===== config.mk =====
export PLATFORM = sky130hd
export DESIGN_NAME = vlg_trig
export DESIGN_NICKNAME = d
export VERILOG_FILES = /design/src/rtl/vlg_trig.sv
export SDC_FILE = /design/constraint.sdc
export NUM_CORES = 1
export LEC_CHECK = 0
export ABC_AREA = 1
export CAP_MARGIN = 30
export CORE_ASPECT_RATIO = 0.6
export CORE_MARGIN = 2
export CORE_UTILIZATION = 60
export CTS_BUF_LIST = sky130_fd_sc_hd__clkbuf_4 sky130_fd_sc_hd__clkbuf_8
export DETAILED_ROUTE_END_ITERATION = 8
export GPL_TIMING_DRIVEN = 1
export HOLD_SLACK_MARGIN = 0.06
export PLACE_DENSITY = 0.84
export SYNTH_ARGS = -nofsm -noshare
export SYNTH_HDL_FRONTEND = slang
export SYNTH_SLANG_ARGS = --single-unit

===== constraint.sdc =====
create_clock -name i_clk -period 2.42 [get_ports i_clk]
set_input_delay 0.484 -clock i_clk [delete_from_list [all_inputs] [get_ports i_clk]]
set_output_delay 0.484 -clock i_clk [all_outputs]
set_load 0.01 [all_outputs]

===== src/rtl/vlg_trig.sv =====
// Trigger-side controller for an HC-SR04-style ranger: trig pulse, echo handshake, timeout, period holdoff.
// Latency: o_trig rises on the edge that samples i_start in IDLE; o_done/o_timeout pulse one clock after the deciding cycle.
// Backpressure: none; i_start is ignored outside IDLE. Build option VLG_TRIG_AUTO_EN adds i_auto for free-running repeat.
module vlg_trig #(
  parameter int TRIG_US    = 10,
  parameter int TIMEOUT_US = 30000,
  parameter int PERIOD_US  = 60000
) (
  input  logic i_clk,
  input  logic i_rst_n,
  input  logic i_clk_en,
  input  logic i_start,
  input  logic i_echo,
`ifdef VLG_TRIG_AUTO_EN
  input  logic i_auto,
`endif
  output logic o_trig,
  output logic o_busy,
  output logic o_done,
  output logic o_timeout
);

  localparam logic [2:0] ST_IDLE    = 3'd0;
  localparam logic [2:0] ST_TRIG    = 3'd1;
  localparam logic [2:0] ST_WAIT_HI = 3'd2;
  localparam logic [2:0] ST_WAIT_LO = 3'd3;
  localparam logic [2:0] ST_HOLDOFF = 3'd4;

  // Terminal counts: a state ends on the tick that would take r_st_cnt to N.
  localparam logic [15:0] TRIG_LAST = 16'(TRIG_US - 1);
  localparam logic [15:0] TMO_LAST  = 16'(TIMEOUT_US - 1);
  localparam logic [15:0] PER_LIM   = 16'(PERIOD_US);

  logic [1:0]  r_echo;
  logic [2:0]  r_state;
  logic [15:0] r_st_cnt;
  logic [15:0] r_per_cnt;
  logic        r_trig;
  logic        r_done;
  logic        r_timeout;

  logic [2:0]  w_nxt_state;
  logic        w_done;
  logic        w_timeout;
  logic        w_st_exp;
  logic        w_auto;

`ifdef VLG_TRIG_AUTO_EN
  assign w_auto = i_auto;
`else
  assign w_auto = 1'b0;
`endif

  assign w_st_exp = i_clk_en && (r_st_cnt == TMO_LAST);

  // Two-flop synchronizer for the asynchronous echo line.
  always_ff @(posedge i_clk or negedge i_rst_n) begin
    if (!i_rst_n) begin
      r_echo <= 2'b00;
    end else begin
      r_echo <= {r_echo[0], i_echo};
    end
  end

  // Next-state decode; an echo edge takes priority over a coincident timeout.
  always_comb begin
    w_nxt_state = r_state;
    w_done      = 1'b0;
    w_timeout   = 1'b0;
    case (r_state)
      ST_IDLE: begin
        if (i_start) w_nxt_state = ST_TRIG;
      end
      ST_TRIG: begin
        if (i_clk_en && (r_st_cnt == TRIG_LAST)) w_nxt_state = ST_WAIT_HI;
      end
      ST_WAIT_HI: begin
        if (r_echo[1]) begin
          w_nxt_state = ST_WAIT_LO;
        end else if (w_st_exp) begin
          w_nxt_state = ST_HOLDOFF;
          w_timeout   = 1'b1;
        end
      end
      ST_WAIT_LO: begin
        if (!r_echo[1]) begin
          w_nxt_state = ST_HOLDOFF;
          w_done      = 1'b1;
        end else if (w_st_exp) begin
          w_nxt_state = ST_HOLDOFF;
          w_timeout   = 1'b1;
        end
      end
      ST_HOLDOFF: begin
        if (r_per_cnt >= PER_LIM) w_nxt_state = w_auto ? ST_TRIG : ST_IDLE;
      end
      default: w_nxt_state = ST_IDLE;
    endcase
  end

  // State register and registered outputs; trig follows TRIG occupancy edge-for-edge.
  always_ff @(posedge i_clk or negedge i_rst_n) begin
    if (!i_rst_n) begin
      r_state   <= ST_IDLE;
      r_trig    <= 1'b0;
      r_done    <= 1'b0;
      r_timeout <= 1'b0;
    end else begin
      r_state   <= w_nxt_state;
      r_trig    <= (w_nxt_state == ST_TRIG);
      r_done    <= w_done;
      r_timeout <= w_timeout;
    end
  end

  // Per-state tick counter, restarted on every state change.
  always_ff @(posedge i_clk or negedge i_rst_n) begin
    if (!i_rst_n) begin
      r_st_cnt <= 16'd0;
    end else if (w_nxt_state != r_state) begin
      r_st_cnt <= 16'd0;
    end else if (i_clk_en && (r_st_cnt != 16'hFFFF)) begin
      r_st_cnt <= r_st_cnt + 16'd1;
    end
  end

  // Trigger-to-trigger period counter, restarted when trig rises and saturating.
  always_ff @(posedge i_clk or negedge i_rst_n) begin
    if (!i_rst_n) begin
      r_per_cnt <= 16'd0;
    end else if ((w_nxt_state == ST_TRIG) && (r_state != ST_TRIG)) begin
      r_per_cnt <= 16'd0;
    end else if (i_clk_en && (r_per_cnt != 16'hFFFF)) begin
      r_per_cnt <= r_per_cnt + 16'd1;
    end
  end

  assign o_trig    = r_trig;
  assign o_busy    = (r_state != ST_IDLE);
  assign o_done    = r_done;
  assign o_timeout = r_timeout;

endmodule


After elaboration in Yosys (flattened, before gate mapping)
Index checks and enable logic that the tools add are counted.

cells by class
  eq/ne operators = 11
  muxes and demuxes = 17
  order comparisons = 1
  add/subtract/negate cells = 2
  reductions and logical operators = 9

operators with widths
  kind                   count
  $mux 16                4
  $add 16x1->16 const B  2
  $ne 16x16->1 const B   2
  $mux 3                 6
  $eq 16x15->1 const B   1
  $eq 16x4->1 const B    1
  $ge 16x16->1 const B   1
  $pmux 3 s5             1
  $eq 3x1->1 const B     2
  $eq 3x2->1 const B     2
  $logic_and 1x1->1      5
  $mux 1                 5
  $reduce_bool 2->1      2
  $eq 3x3->1 const B     1
  $logic_not 3->1        1
  $ne 3x1->1 const B     1
  $ne 3x3->1             1
  $reduce_bool 3->1      1
  $pmux 1 s2             1

storage, ports and cells
  register bits = 40
  word-level logic and storage cells = 47
  output and inout port bits = 4
  input bits = 5

Longest topological paths before layout
  depth after elaboration = 8
  depth in mapped cells = 14
  mapped depth without buffers = 13

Worst setup path after synthesis
No wires, ideal clock.

  path kind = register to register
  from = register r_st_cnt[0]
  to = register r_st_cnt[14]
  library setup time = 0.123 ns
  arrival time = 1.505 ns
  slack = 0.793 ns
  clock period less this slack = 1.627 ns
  stages on the path, launching flop included = 13
  buffers on the path = 1
  data required time = 2.297 ns
  cell sequence = dfrtp_1 ha_1 nand2_2 inv_2 nand2_1 nor2_2 nand2_1 nand2_1 nand2_1 nand4_1 nand3_4 buf_12 nor2_4

between the ends
  cells in the longest elaborated chain, start to end = 7

RTL lines
  element                                              RTL line  text
  from (decl)                                          36        logic [15:0] r_st_cnt;
  from (signal assigned)                               123       r_st_cnt <= r_st_cnt + 16'd1;
  $eq 16x15->1                                         54        assign w_st_exp = i_clk_en && (r_st_cnt == TMO_LAST);
  $logic_and 1x1->1                                    54
  $mux 3                                               80, 89
  $mux 3, on equally long branches                     86, 78
  $pmux 3 s5                                           70        case (r_state)
  $ne 3x3->1                                           120       end else if (w_nxt_state != r_state) begin
  $mux 16 / $reduce_bool 2->1 (equally long branches)  n/a

Parallel ways exist; a longest one is shown, timed or not. The select of a mux whose other input is x is not followed.
A chain may end at the register's enable or synchronous reset.

Worst setup path after layout
  from = input port i_clk_en
  to = register r_st_cnt[5]

between the ends
  cells in the longest elaborated chain, start to end = 6

RTL lines
  element                                              RTL line  text
  from (decl)                                          11        input logic i_clk_en,
  $logic_and 1x1->1                                    54
  $mux 3                                               80, 89
  $mux 3, on equally long branches                     86, 78
  $pmux 3 s5                                           70
  $ne 3x3->1                                           120
  $mux 16 / $reduce_bool 2->1 (equally long branches)  n/a

Parallel ways exist; a longest one is shown, timed or not.

==> flow_summary_export.csv <==
group,metric,value,unit
worst_setup_path,cp_data_arrival_time,2.28,ns
grt,grt_pass1_vias,1872,
synthesis,synth_seq_area_share,0.4162,
placed_design,post-place-ws,0.1152,ns
synthesis,synth.distinct_cells,29,
sta,max_freq,481.3,MHz
cts,cts_num_sinks,40,
sta,hold_viol_final,0,
cts,cts_buffer_depth,2,
floorplanning,fp.dieW,85.73,µm
cts,post_cts_buffers,0,
grt,grt_use_total,0.2654,
floorplanning,die_h,53.04,µm
cts,cts.reportedPaths.clkPinSlew,0.08,ns
routing,ant_nets,0,
worst_setup_path,critPathBufInv,2,
cells_and_area,final_core_util,0.6992,
worst_setup_path,r2r_cells,8,
cells_and_area,nNetsFinal,340,
cells_and_area,final_common_cell,"nand2_1",
worst_setup_path,r2r-start,"r_per_cnt[0]$_DFFE_PN0P_",
synthesis,synth-warning-count,0,
cts,cts-htree-levels,2,
routing,vias,2201,
grt,grt_max_degree,41,
routing,viasPerCell,5.807,
sta,max_slew_margin,0.4174,
synthesis,syn_inst,319,
worst_setup_path,critPathMaxStageDelay,0.59,ns
sta,setup_viol,0,
grt,grt-ovfl-total,0,
placed_design,placed_cell_area,2506,µm²
sta,setup_ws,0.3423,ns
sta,rsz0062_at_grt,"false",
sta,period_needed,2.078,ns
floorplanning,die_area,4547,µm²
worst_setup_path,cp_top_family,"simple AND/OR/NAND/NOR gates",
placed_design,portBuffers,8,
floorplanning,rows,17,
cells_and_area,post-route-cell-area,2633,µm²
cells_and_area,drive_gt1_frac,0.1205,
cts,root_buffer,"clkbuf_8",
routing,drtIter0Drc,180,
sta,maxSlewViolCount,0,
routing,drtPass1Iterations,7,
cts,clkLatencyLatePin,0.29,ns
cts,post_cts_resize_count,0,
power,power.total,2.082,mW
floorplanning,start_util,0.6388,
cts,numCtsBuffers,5,
worst_setup_path,critPathKind,"primary input to flip-flop",
worst_setup_path,timing.reg2reg.setup_slack,0.39,ns
status,failed_checks,"DRC",
worst_setup_path,crit_path_start_kind,"primary input",
placed_design,gp_congestion,0.9764,
synthesis,syn_area,2405,µm²
synthesis,syn_avg_cell_area,7.539,µm²
power,leakage,1.174,nW
run,cap_violations,0,
worst_setup_path,crit_fanout,15,
power,ir_drop,0.3605,mV
worst_setup_path,r2r_end,"r_per_cnt[8]$_DFFE_PN0P_",
worst_hold_path,hold_class,"primary input to asynchronous set/reset pin",
cells_and_area,area_growth_syn_to_layout,9.469,%
routing,drcViolationCount,1,
sta,tightest_slew,0.8738,ns
worst_setup_path,crit_chain,"clkdlybuf4s50_1 > nand2_1 > inv_1 > nand2_1 > nor2_1 > nand3_1 > nand2_2 > nand4_1 > nand2_2 > nand3_4 > nor2_1",
routing,wl,5491,µm
cts,cts_hold_buf,0,
cells_and_area,layout_common_cells,"68 x nand2_1, 47 x nor2_1, 40 x dfrtp_1",
worst_setup_path,critPathRequiredTime,2.62,ns
sta,fin_skew,0.01074,ns
routing,wl_per_cell,14.49,µm
synthesis,syn-num-nets,328,
cells_and_area,antenna_cells,0,
sta,setup_tns,0,ns
sta,min_period_over_period,0.8585,
floorplanning,io_pins,9,
cts,cts_tree,"done",
worst_setup_path,end_kind,"flip-flop",
worst_setup_path,crit_slowest_cell,"clkdlybuf4s50_1",
placed_design,post-dp-hpwl,4127,µm
power,power_density,790.9,nW/µm²
floorplanning,core,3765,µm²
grt,antenna_found_initial,0,
status,status,"finished with violations",
grt,grt_pass1_wl,8997,µm
synthesis,synth-seq-cells,40,
## through the flow
step	cells	hold WS, ns
5_1_grt	379	0.3842
2_1_floorplan	319	0.1884
3_5_place_dp	371	0.3484
6_report	379	0.3026
4_1_cts	379	0.3423
3_3_place_gp	371	0.3332
## synth_stat cells (all sizes together)
cell type | number | area share
nand2 | 73 | 0.12
nor2 | 61 | 0.11
dfrtp | 40 | 0.42
inv | 40 | 0.062
nand3 | 29 | 0.066
nor3 | 18 | 0.044
xor2 | 13 | 0.047
o21ai | 12 | 0.025
nand4 | 9 | 0.023
a21oi | 5 | 0.010
buf | 4 | 0.018
ha | 4 | 0.021
xnor2 | 4 | 0.015
a211oi | 1 | 0.0031
a31oi | 1 | 0.0026
clkbuf | 1 | 0.0016
nand3b | 1 | 0.0031
nor3b | 1 | 0.0031
o31ai | 1 | 0.0031
or2 | 1 | 0.0026
## worst register-to-register path, stage by stage (launching register included)
cell and delay (ns):
dfrtp_1 0.42, ha_1 0.23, nand3_1 0.12, nor2_1 0.16, nand3_1 0.10, nand2_1 0.36
nand2_1 0.31, nand4_1 0.14, o21ai_0 0.08
## flip-flops by register name (all words and copies together), names as in the netlist
name       cells
r_state        3
o_trig         1
r_st_cnt      16
r_per_cnt     16
r_echo         2
o_done         1
o_timeout      1
## power by group
group	internal (mW)	switching, mW
logic	0.194	0.392
registers	0.773	0.125
clock network	0.364	0.234
total	1.33	0.751
## area by class of cell
class | count | area, µm²
clock buffers | 7 | 96.34
fillers | 292 | 1132
well taps | 47 | 58.81
flip-flops and latches | 40 | 1001
repair buffers | 10 | 90.09
clock inverters | 1 | 30.03
multi-input cells | 234 | 1206
inverters | 40 | 150.1
## per-layer routing
metal	wire (µm)	global-route usage	up-vias
li1	-	-	1036
met1	2547	0.4022	1004
met2	2141	0.3646	142
met3	697	0.08112	19
met4	104	0.06614	0
met5	0	0	-
## worst max path at each step
stage / from / endpoint / cells past startpoint
final: i_clk_en / r_st_cnt[5]$_DFFE_PN0P_ / 11
after global routing: r_st_cnt[0]$_DFFE_PN0P_ / r_st_cnt[15]$_DFFE_PN0P_ / 11
after CTS: i_clk_en / r_st_cnt[5]$_DFFE_PN0P_ / 11
after detailed placement: i_clk_en / r_st_cnt[1]$_DFFE_PN0P_ / 11
after global placement: i_clk_en / r_st_cnt[12]$_DFFE_PN0P_ / 11
after floorplan: r_st_cnt[0]$_DFFE_PN0P_ / r_st_cnt[14]$_DFFE_PN0P_ / 12
## logic make-up (layout without fill, tap and decap cells)
family / count (synthesis) / after routing / synth area share
DFF: 40 / 40 / 0.4162
adders and majority gates: 4 / 4 / 0.02081
buffers and inverters: 45 / 58 / 0.08221
and+or+nand+nor: 193 / 193 / 0.3746
xor gates and xnor gates: 17 / 17 / 0.06191
AOI/OAI and AO/OA: 20 / 20 / 0.04423
No activity file was read; power rests on OpenSTA's default activity.
